**src/rtl/axi4_lite_line_fill_arbiter_if.sv**
```systemverilog
// Single-beat read master handshake shared by the line-fill arbiter.
// The arbiter uses the master modport. The read master, or a bench model, uses the slave modport.
interface axi4_lite_line_fill_arbiter_if #(
    parameter int AXI_ADDR_WIDTH = 64,
    parameter int AXI_DATA_WIDTH = 32
);
    logic                      m_start_read;
    logic [AXI_ADDR_WIDTH-1:0] m_addr;
    logic [AXI_DATA_WIDTH-1:0] m_data;
    logic                      m_access_fault;
    logic                      m_done;

    modport master (
        output m_start_read, m_addr,
        input  m_data, m_access_fault, m_done
    );

    modport slave (
        input  m_start_read, m_addr,
        output m_data, m_access_fault, m_done
    );
endinterface

```
**src/rtl/axi4_lite_line_fill_arbiter.sv**
```systemverilog
// Round-robin line-fill arbiter: grants one of two cache clients the shared read master
// and assembles BLOCK_WORDS sequential single-beat reads into one line.
module axi4_lite_line_fill_arbiter #(
    parameter int AXI_ADDR_WIDTH = 64,
    parameter int AXI_DATA_WIDTH = 32,
    parameter int BLOCK_WORDS    = 16
) (
    input  logic                                  clk,
    input  logic                                  arst,
    input  logic                                  i_req_0,
    input  logic                                  i_req_1,
    input  logic [AXI_ADDR_WIDTH-1:0]             i_addr_0,
    input  logic [AXI_ADDR_WIDTH-1:0]             i_addr_1,
    output logic                                  o_done_0,
    output logic                                  o_done_1,
    output logic                                  o_fault_0,
    output logic                                  o_fault_1,
    output logic [BLOCK_WORDS*AXI_DATA_WIDTH-1:0] o_line,
    output logic                                  o_busy,
    axi4_lite_line_fill_arbiter_if.master         m_bus
);
    localparam int BYTES    = AXI_DATA_WIDTH / 8;
    localparam int WORD_OFF = $clog2(BYTES);
    localparam int CNT_W    = $clog2(BLOCK_WORDS);
    localparam int LINE_OFF = WORD_OFF + CNT_W;
    localparam int LINE_W   = BLOCK_WORDS * AXI_DATA_WIDTH;
    localparam logic [CNT_W-1:0] LAST_WORD = CNT_W'(BLOCK_WORDS - 1);

    typedef enum logic [1:0] {IDLE, ISSUE, WAIT, DONE} state_t;

    state_t                               state, state_nxt;
    logic [CNT_W-1:0]                     cnt;
    logic                                 grant, last_grant, fault_reg;
    logic [AXI_ADDR_WIDTH-LINE_OFF-1:0]   base_hi;
    logic [LINE_W-1:0]                    line_buf;
    logic                                 req_any, sel;

    // The in-line offset bits of the client addresses are dropped by design.
    logic unused_offset_bits;
    assign unused_offset_bits = ^{i_addr_0[LINE_OFF-1:0], i_addr_1[LINE_OFF-1:0]};

    // On a tie the client that was not served last wins.
    assign req_any = i_req_0 | i_req_1;
    assign sel     = (i_req_0 & i_req_1) ? ~last_grant : i_req_1;

    always_ff @(posedge clk or posedge arst) begin
        if (arst) state <= IDLE;
        else      state <= state_nxt;
    end

    always_comb begin
        // NOTE: every output of this block gets a default first so no path can infer a latch.
        state_nxt          = state;
        m_bus.m_start_read = 1'b0;
        m_bus.m_addr       = '0;
        o_done_0           = 1'b0;
        o_done_1           = 1'b0;
        o_fault_0          = 1'b0;
        o_fault_1          = 1'b0;
        o_busy             = (state != IDLE);
        unique case (state)
            IDLE: if (req_any) state_nxt = ISSUE;
            ISSUE: begin
                m_bus.m_start_read = 1'b1;
                m_bus.m_addr       = {base_hi, cnt, {WORD_OFF{1'b0}}};
                state_nxt          = WAIT;
            end
            WAIT: begin
                m_bus.m_addr = {base_hi, cnt, {WORD_OFF{1'b0}}};
                if (m_bus.m_done)
                    state_nxt = (m_bus.m_access_fault || cnt == LAST_WORD) ? DONE : ISSUE;
            end
            DONE: begin
                o_done_0  = ~grant;
                o_done_1  = grant;
                o_fault_0 = ~grant & fault_reg;
                o_fault_1 = grant & fault_reg;
                state_nxt = IDLE;
            end
            default: state_nxt = IDLE;
        endcase
    end

    // NOTE: the line buffer is reset here as well, because o_line must read 0 out of reset.
    always_ff @(posedge clk or posedge arst) begin
        if (arst) begin
            cnt        <= '0;
            grant      <= 1'b0;
            last_grant <= 1'b1;
            fault_reg  <= 1'b0;
            base_hi    <= '0;
            line_buf   <= '0;
        end else begin
            // NOTE: sequential state uses non-blocking assignments only, so every register samples pre-edge values.
            unique case (state)
                IDLE: if (req_any) begin
                    grant     <= sel;
                    base_hi   <= sel ? i_addr_1[AXI_ADDR_WIDTH-1:LINE_OFF]
                                     : i_addr_0[AXI_ADDR_WIDTH-1:LINE_OFF];
                    cnt       <= '0;
                    fault_reg <= 1'b0;
                    line_buf  <= '0;
                end
                WAIT: if (m_bus.m_done) begin
                    line_buf[cnt*AXI_DATA_WIDTH +: AXI_DATA_WIDTH] <= m_bus.m_data;
                    if (m_bus.m_access_fault) fault_reg <= 1'b1;
                    else if (cnt != LAST_WORD) cnt <= cnt + 1'b1;
                end
                DONE: last_grant <= grant;
                default: ;
            endcase
        end
    end

    assign o_line = line_buf;
endmodule

```
**src/flat_wrapper.sv**
```systemverilog
// flat-port wrapper written by rule: the top's interface ports become plain ports
module axi4_lite_line_fill_arbiter_flat 
#(
    parameter int AXI_ADDR_WIDTH = 64,
    parameter int AXI_DATA_WIDTH = 32,
    parameter int BLOCK_WORDS    = 16
)
  (clk, arst, i_req_0, i_req_1, i_addr_0, i_addr_1, o_done_0, o_done_1, o_fault_0, o_fault_1, o_line, o_busy, m_bus_m_start_read, m_bus_m_addr, m_bus_m_data, m_bus_m_access_fault, m_bus_m_done);
  axi4_lite_line_fill_arbiter_if #(.AXI_ADDR_WIDTH(AXI_ADDR_WIDTH), .AXI_DATA_WIDTH(AXI_DATA_WIDTH)) m_bus_i ();
  input  logic clk;
  input  logic arst;
  input  logic i_req_0;
  input  logic i_req_1;
  input  logic [AXI_ADDR_WIDTH-1:0] i_addr_0;
  input  logic [AXI_ADDR_WIDTH-1:0] i_addr_1;
  output logic o_done_0;
  output logic o_done_1;
  output logic o_fault_0;
  output logic o_fault_1;
  output logic [BLOCK_WORDS*AXI_DATA_WIDTH-1:0] o_line;
  output logic o_busy;
  output wire logic [$bits(m_bus_i.m_start_read)-1:0] m_bus_m_start_read;
  output wire logic [$bits(m_bus_i.m_addr)-1:0] m_bus_m_addr;
  input wire logic [$bits(m_bus_i.m_data)-1:0] m_bus_m_data;
  input wire logic [$bits(m_bus_i.m_access_fault)-1:0] m_bus_m_access_fault;
  input wire logic [$bits(m_bus_i.m_done)-1:0] m_bus_m_done;
  assign m_bus_m_start_read = m_bus_i.m_start_read;
  assign m_bus_m_addr = m_bus_i.m_addr;
  assign m_bus_i.m_data = m_bus_m_data;
  assign m_bus_i.m_access_fault = m_bus_m_access_fault;
  assign m_bus_i.m_done = m_bus_m_done;
  axi4_lite_line_fill_arbiter #(.AXI_ADDR_WIDTH(AXI_ADDR_WIDTH), .AXI_DATA_WIDTH(AXI_DATA_WIDTH), .BLOCK_WORDS(BLOCK_WORDS)) u_core (.clk(clk), .arst(arst), .i_req_0(i_req_0), .i_req_1(i_req_1), .i_addr_0(i_addr_0), .i_addr_1(i_addr_1), .o_done_0(o_done_0), .o_done_1(o_done_1), .o_fault_0(o_fault_0), .o_fault_1(o_fault_1), .o_line(o_line), .o_busy(o_busy), .m_bus(m_bus_i));
endmodule
```
**config.mk**
```make
export PLATFORM = sky130hd
export DESIGN_NAME = axi4_lite_line_fill_arbiter_flat
export DESIGN_NICKNAME = d
export VERILOG_FILES = /design/src/rtl/axi4_lite_line_fill_arbiter_if.sv /design/src/rtl/axi4_lite_line_fill_arbiter.sv /design/src/flat_wrapper.sv
export SDC_FILE = /design/constraint.sdc
export NUM_CORES = 1
export LEC_CHECK = 0
export CORE_AREA = 8 8 281 283
export CTS_CLUSTER_SIZE = 25
export DETAILED_ROUTE_END_ITERATION = 8
export DIE_AREA = 0 0 289 291
export GPL_TIMING_DRIVEN = 0
export SETUP_SLACK_MARGIN = 0.1
export SYNTH_ARGS = -nofsm -noshare
export SYNTH_HDL_FRONTEND = slang
export SYNTH_SLANG_ARGS = --single-unit
```
**constraint.sdc**
```tcl
create_clock -name clk -period 58 [get_ports clk]
set_input_delay 11.6 -clock clk [delete_from_list [all_inputs] [get_ports clk]]
set_output_delay 11.6 -clock clk [all_outputs]
set_load 0.01 [all_outputs]
```
# Word level (Yosys, flattened, before mapping)

Index checks and enable logic that the tools add are counted.

Logic and storage cells: 62
Flip-flop bits (word level): 579
Bits of input ports: 166
Output and inout bits: 582

Reductions and logical operators: 10
$add $sub $neg: 2
Equality and inequality tests: 10
Shift operators: 2
Bitwise logic cells: 6
Mux-type cells: 25

Operator list:

| operator                                                 | count |
|---|---|
| 2-to-1 mux 512 bit                                       | 2 |
| one-hot mux 512 bit (2 select lines)                     | 1 |
| bitwise mux 512 bit                                      | 1 |
| variable shift 32 x 34 -> 512 bit (first input constant) | 1 |
| indexed part select 32 x 34 -> 512 bit                   | 1 |
| 2-to-1 mux 64 bit                                        | 1 |
| 2-to-1 mux 58 bit                                        | 1 |
| negation 9 -> 34 bit                                     | 1 |
| 2-to-1 mux 4 bit                                         | 4 |
| 2-to-1 mux 1 bit                                         | 9 |
| one-hot mux 2 bit (4 select lines)                       | 1 |
| one-hot mux 4 bit (2 select lines)                       | 1 |
| 2-to-1 mux 2 bit                                         | 3 |
| != test 2 bit (second input constant)                    | 3 |
| AND reduction 5 bit                                      | 1 |
| adder 4 x 1 -> 4 bit (second input constant)             | 1 |
| == test 2 bit (second input constant)                    | 2 |
| == test 4 bit (second input constant)                    | 1 |
| != test 2 x 1 -> 1 bit (second input constant)           | 2 |
| != test 4 bit (second input constant)                    | 1 |
| AND reduction 2 bit                                      | 2 |
| AND reduction 4 bit                                      | 1 |
| nonzero test 2 bit                                       | 2 |
| AND 1 bit                                                | 3 |
| other kinds (8)                                          | 9 |

# Logic depth before layout (Yosys ltp)

Gate-level depths: netlist of run 1.

Depth after elaboration: 5
Depth in mapped cells: 12
Gate-level depth less buffers: 6

# Worst setup path after synthesis of run 1

Ideal clock, no wire load.

Kind: input-to-reg
Start: in i_req_1
End: reg u_core.line_buf[302], in the netlist u_core.o_line[302]
Path buffers: 3
Cell stages on the path: 7
Library setup time: 120 ps
Arrival: 12962 ps
Setup slack: 44918 ps
Data required time: 57880 ps
Path through: or3b_1 -> clkbuf_1 -> nand2_2 -> buf_4 -> clkbuf_1 -> nor3_1 -> a31o_2

Longest elaborated chain between the ends: 3

Ends and longest elaborated chain:

| item                                    | RTL line                           | RTL |
|---|---|---|
| start: declaration                      | flat_wrapper.sv:13                 | `input logic i_req_1;` |
| bitwise OR 1 bit                        | axi4_lite_line_fill_arbiter.sv:43  | `assign req_any = i_req_0 \| i_req_1;` |
| != test 2 x 1 -> 1 bit (no source line) | -                                  |  |
| AND reduction 3 bit (no source line)    | -                                  |  |
| end signal: indexed assignment          | axi4_lite_line_fill_arbiter.sv:105 | `line_buf[cnt*AXI_DATA_WIDTH +: AXI_DATA_WIDTH] <= m_bus.m_data;` |
| end: declaration                        | axi4_lite_line_fill_arbiter.sv:35  | `logic [LINE_W-1:0] line_buf;` |

Every way passes these cells.
A chain may end at the register's enable or synchronous reset.

# Worst setup path in the final report of run 1

Start: reg u_core.cnt[0]
End: out m_bus_m_addr[2]

Longest elaborated chain between the ends: 1

Ends and longest elaborated chain:

| item                     | RTL line                           | RTL |
|---|---|---|
| start: declaration       | axi4_lite_line_fill_arbiter.sv:32  | `logic [CNT_W-1:0] cnt;` |
| start signal: assignment | axi4_lite_line_fill_arbiter.sv:107 | `else if (cnt != LAST_WORD) cnt <= cnt + 1'b1;` |
| 2-to-1 mux 64 bit        | axi4_lite_line_fill_arbiter.sv:61  | `unique case (state)` |
| end: declaration         | flat_wrapper.sv:23                 | `output wire logic [$bits(m_bus_i.m_addr)-1:0] m_bus_m_addr;` |

Every way passes these cells.

==> results.json, run 1 <==
{
  "status": "complete, no violations",
  "fmax_ghz": 0.0667,
  "gr-usage-all-layers_pct": 27.0,
  "hold_class": "reg2reg",
  "areaGrowthSynthToFinish_pct": 44.7,
  "grt_pass1_wl_um": 166000,
  "netlist_area_sq_um": 24400,
  "largest_reg_flops": 512,
  "reg2reg_to": "u_core.o_line[286]",
  "synth-main-ff-cell": "dfrtp_1",
  "synthDistinctLibCells": 57,
  "antenna_found_initial": 18,
  "wl_per_cell_um": 30.2,
  "final_common_cell": "clkdlybuf4s50_1",
  "drt_iter0_markers": 1375,
  "hold_violations": 0,
  "pre_cts_ws_ns": 42.79,
  "crit_fanout": 10,
  "critPathKind": "reg2out",
  "routed_wl_um": 118000,
  "period_minus_slack_ns": 15.00,
  "hold_start": "u_core.base_hi[38]",
  "vias": 21600,
  "numCtsBuffers": 68,
  "clk_pin_slew_ns": 0.06,
  "grt_pass1_vias": 22500,
  "worst_slew_pin_slew_ns": 1.29,
  "dp_hpwl_um": 89800,
  "r2r_setup_slack_ns": 53.02,
  "setup_viol": 0,
  "syn_avg_cell_area_sq_um": 11.8,
  "final_nets": 3051,
  "finClkSkew_ns": 0.0281,
  "slew_violations": 0,
  "synthArstFlopShare_pct": 100,
  "ctsHtreeMaxLevel": 3,
  "instances_no_fill": 3907,
  "power.total_mw": 1.32,
  "layout-drive-gt1-share_pct": 7.83,
  "ys_ff_latch": 579,
  "layout_setup_ws_ns": 43.00,
  "min_to": "u_core.base_hi[38]",
  "synth_edf_count": 0,
  "cts_num_sinks": 579,
  "cts_tree": "built",
  "critPathCaptureType": "output port",
  "leakagePower_nw": 15.3,
  "die_h_um": 291,
  "cts_hold_buf": 0,
  "core-area_sq_um": 74800,
  "max-slew-margin-rel_pct": 13.6,
  "cp.required_ns": 46.40,
  "r2r_start": "u_core.cnt[0]",
  "postCtsSetupBuffers": 0,
  "synth_warnings": 0,
  "clockBufferDepth": 3,
  "via_per_inst": 5.52,
  "setup.worst_path.start_class": "flip-flop",
  "dieArea_sq_um": 84100,
  "fillers": 6818,
  "overflow": 0,
  "drtPass1Iterations": 6,
  "drc": 0,
  "hold_depth": 2,
  "worstPathArrival_ns": 3.40,
  "grt_setup_unrepaired": "no",
  "post_cts_resized": 0,
  "yosysSeqAreaShare_pct": 59.4,
  "vdd_ir_drop_max_mv": 0.0203,
  "io_pins": 748,
  "power_density_nw_per_um2": 37.5,
  "portBuffers": 731,
  "die_w_um": 289,
  "root_buffer": "clkbuf_16",
  "fin_tns_setup_ns": 0,
  "mostFrequentLayoutCells": "clkdlybuf4s50_1 (731), dfrtp_1 (578), a22o_1 (211), clkbuf_1 (176), nand2_1 (168)",
  "clk_latency_ns": 0.62,
  "grt_max_degree": 134,
  "initial_utilization_pct": 32.6,
  "cap_violations": 0,
  "timing.final.crit_share_pct": 25.9,
  "dp.cells": 3785,
  "postSynthCellCount": 2071,
  "finalWeightedCongestion": 0.904,
  "rows": 101,
  "ff2ff_path_depth": 10,
  "drtAntennaViolNets": 0
}
==> worst max-delay path, stage by stage (launching register included) <==
cell,delay [ns]
dfrtp_1,0.45
clkbuf_1,0.46
buf_1,0.53
buf_1,0.53
and2_1,0.24
clkdlybuf4s50_1,0.55
==> per-layer routing <==
layer | wire length [um] | part of all wire (%) | track usage (%)
met2 | 56600 | 48 | 45.0
met3 | 10600 | 9.0 | 8.17
met4 | 5620 | 4.8 | 12.4
met5 | 26 | 0.022 | 0
met1 | 45200 | 38 | 31.8
==> final cells by class <==
class,count,area (sq um),area share (%)
flip-flops and latches,579,14500,41.1
repair buffers,735,7430,21.1
multi-input cells,1244,8850,25.1
well taps,978,1220,3.47
clock buffers,97,1940,5.50
clock inverters,20,274,0.777
diodes,5,12.5,0.0355
plain buffers,240,1010,2.86
inverters,9,41.3,0.117
==> through the flow <==
| step | util, % | hold WS [ns] | area (sq um) |
|---|---|---|---|
| 3_5_place_dp | 44.2 | 0.462 | 33000 |
| 4_1_cts | 47.1 | 0.477 | 35300 |
| 6_report | 47.2 | 0.473 | 35300 |
| 2_1_floorplan | - | 0.442 | 24400 |
| 5_1_grt | 47.1 | 0.488 | 35300 |
| 3_3_place_gp | 44.0 | 0.459 | 32900 |
==> cell usage after synthesis, types with 12 or more instances <==
master	number	area (sq um)
o21ai_0	104	521
o2bb2ai_1	66	578
o31ai_1	25	188
nand2_1	168	631
o311a_1	34	340
nand3_1	93	465
a21o_1	34	255
mux2i_1	99	991
o211ai_1	43	323
a32o_1	40	400
dfrtp_1	578	14500
buf_1	12	45.0
a31o_2	37	324
buf_2	59	295
a22o_1	211	1850
nor3_1	73	365
and2_1	97	607
nor2_1	12	45.0
clkbuf_1	160	601
o311ai_0	26	228
==> power by group <==
group | internal, mW | total (mW) | switching [mW]
clock | 0.249 | 0.427 | 0.178
combinational | 0.141 | 0.443 | 0.302
sequential | 0.436 | 0.454 | 0.0185
total | 0.825 | 1.32 | 0.499
==> kinds of logic (layout without fill, tap and decap cells) <==
group           count (synthesis)  count (layout)  share of synthesized area (%)
fa+ha+maj                       8               8                          0.411
buf+inv                       249            1101                           4.28
simple gates                  477             477                           9.75
xor+xnor                        3               3                          0.108
flops                         579             579                           59.4
mux                           102             102                           4.20
compound gates                652             652                           21.8
other cells                     1               7                         0.0154
==> how the worst max path moves through the flow <==
stage	endpoint	slack [ns]	from
floorplan	u_core.base_hi[0]	30.20	arst
global placement	u_core.o_line[145]	23.98	arst
detailed placement	u_core.o_line[290]	42.79	i_req_0
CTS	m_bus_m_addr[2]	42.92	u_core.cnt[0]
global route	m_bus_m_addr[2]	42.86	u_core.cnt[0]
finish	m_bus_m_addr[2]	43.00	u_core.cnt[0]
Note: power is estimated with default switching activity, not from simulation.
==> run 2: changes to the inputs <==
clock period = 15.2 ns   (was 58 ns; I/O delays follow)
==> run 2 against run 1 <==
Net effect:
- clock power grew to 3.9 times the previous value
- combinational power grew to 3.8 times the previous value
- utilization is 0.24 points higher
- via count is 1.1% higher
- wire length is 0.56% higher
- hold slack worse by 0.0033 ns
- global-route usage is 0.067 points higher
- register-to-register slack worse by 43 ns
- clock skew is 0.0097 ns lower
- worst setup slack worse by 34 ns
- first-iteration DRC count is 10% higher
==> results.json, run 2 (same netlist as run 1, synthesis figures left out) <==
{
  "numCtsBuffers": 67,
  "cp.required_ns": 12.16,
  "root_buffer": "clkbuf_16",
  "antenna_found_initial": 11,
  "wl_met3_um": 10300,
  "setup.worst_path.start_class": "flip-flop",
  "finClkSkew_ns": 0.0184,
  "hold_violations": 0,
  "power_density_nw_per_um2": 143,
  "drc": 0,
  "vias": 21800,
  "wl_per_cell_um": 30.3,
  "die_w_um": 289,
  "grt_max_degree": 47,
  "portBuffers": 731,
  "cts_tree": "built",
  "dp_hpwl_um": 90900,
  "vdd_ir_drop_max_mv": 0.0733,
  "fin_tns_setup_ns": 0,
  "worst_slew_pin_slew_ns": 1.42,
  "cts_num_sinks": 579,
  "rows": 101,
  "core-area_sq_um": 74800,
  "clockBufferDepth": 3,
  "via_per_inst": 5.57,
  "holdWs_ns": 0.469,
  "top_layer_used": "met5",
  "fmax_ghz": 0.153,
  "largest_reg_flops": 512,
  "overflow": 0,
  "status": "complete, no violations",
  "final_common_cell": "clkdlybuf4s50_1",
  "wirelength_met1_um": 46000,
  "critPathCaptureType": "output port",
  "period_minus_slack_ns": 6.52,
  "io_pins": 748,
  "cap_violations": 0,
  "areaGrowthSynthToFinish_pct": 45.5,
  "max-slew-margin-rel_pct": 5.57,
  "postCtsSetupBuffers": 0,
  "finish.instance_area_sq_um": 35500,
  "mostFrequentLayoutCells": "clkdlybuf4s50_1 (731), dfrtp_1 (578), a22o_1 (211), clkbuf_1 (170), nand2_1 (168)",
  "final_nets": 3061,
  "finalWeightedCongestion": 0.894,
  "drt_iter0_markers": 1516,
  "grt_pass1_wl_um": 166000,
  "crit_fanout": 10,
  "initial_utilization_pct": 32.6,
  "gr-usage-all-layers_pct": 27.1,
  "hold_class": "reg2reg",
  "routed_wl_um": 119000,
  "dieArea_sq_um": 84100,
  "ctsHtreeMaxLevel": 3,
  "slew_violations": 0,
  "grt_setup_unrepaired": "no",
  "clk_pin_slew_ns": 0.06,
  "drtAntennaViolNets": 0,
  "layout-drive-gt1-share_pct": 8.41,
  "wl_met2_um": 57500,
  "drtPass1Iterations": 6,
  "timing.final.crit_share_pct": 42.9,
  "post_cts_resized": 0,
  "worstPathArrival_ns": 3.48,
  "clk_latency_ns": 0.59,
  "grt_pass1_vias": 22400,
  "die_h_um": 291,
  "leakagePower_nw": 15.4,
  "critPathKind": "reg2out",
  "cts_hold_buf": 0,
  "setup_viol": 0,
  "placed_area_sq_um": 33200
}
-- run 2: changes by cell type in the layout (fill, tap and decap cells not counted), sizes merged --
cell	before	now
buf	84	95
clkinv	11	16
diode	5	1
clkbuf	257	254
clkinvlp	4	2
bufinv	3	4
-- run 2: worst max-delay path, cell delays in order, from the launching register on --
cell and delay [ns]:
dfrtp_1 0.45, clkbuf_1 0.51, buf_1 0.54, buf_1 0.55, and2_1 0.27, clkdlybuf4s50_1 0.56
-- run 2: path summary, 6_finish.rpt --
kind / slack, ns / depth (start not counted) / end / start
max: 8.68 / 5 / m_bus_m_addr[2] / u_core.cnt[0]
min: 0.47 / 2 / u_core.base_hi[51] / u_core.base_hi[51]
max reg2reg: 10.21 / 12 / u_core.o_line[158] / u_core.cnt[0]
min reg2reg: 0.47 / 2 / u_core.base_hi[51] / u_core.base_hi[51]
max in group asynchronous: 10.57 / 7 / u_core.o_line[399] / arst
min in group asynchronous: 2.90 / 2 / u_core.o_line[500] / arst
-- run 2: final cells by class --
cell class,instances,area [sq um]
diodes,1,2.50
plain buffers,240,1010
clock buffers,94,1960
clock inverters,24,272
fillers,6782,39400
inverters,9,37.5
multi-input cells,1244,8850
flip-flops and latches,579,14500
well taps,978,1220
repair buffers,746,7620
-- run 2: where the power goes --
part	leakage [nW]	internal, mW	switching [mW]	total [mW]
combinational	6.36	0.542	1.15	1.69
sequential	7.98	1.66	0.0727	1.74
clock	1.11	0.972	0.681	1.65
total	15.4	3.18	1.90	5.08
-- run 2: per-stage QoR --
stage | util [%] | worst slack [ns] | instances | power (mW)
2_1_floorplan | - | 4.27 | 2072 | 2.60
3_3_place_gp | 44.0 | 0.745 | 3781 | 3.41
3_5_place_dp | 44.4 | 8.47 | 3796 | 3.45
4_1_cts | 47.4 | 8.62 | 3914 | 5.10
5_1_grt | 47.4 | 8.54 | 3914 | 5.30
6_report | 47.4 | 8.68 | 3915 | 5.08
-- run 2: layer usage --
| layer | vias to the layer above | GRT usage (%) |
|---|---|---|
| met1 | 11200 | 32.5 |
| met5 | - | 0 |
| li1 | 9337 | - |
| met4 | 8 | 9.91 |
| met3 | 225 | 8.08 |
| met2 | 1005 | 45.7 |
==> run 3: changes to the inputs <==
clock period = 5.7 ns   (was 15.2 ns; I/O delays follow)
==> results of run 3 <==
The final DEF is identical to that of run 2. Status: complete, no violations.
Among the figures that moved: setup slack after placement 8.47 ns -> 0.761 ns; setup slack after layout 8.68 ns -> 0.706 ns; end point of the critical path m_bus_m_addr[2] -> u_core.o_line[158]; register-to-register setup slack 10.21 ns -> 0.71 ns; total power 5.08 mW -> 13.5 mW; worst IR drop on VDD 0.0733 mV -> 0.195 mV
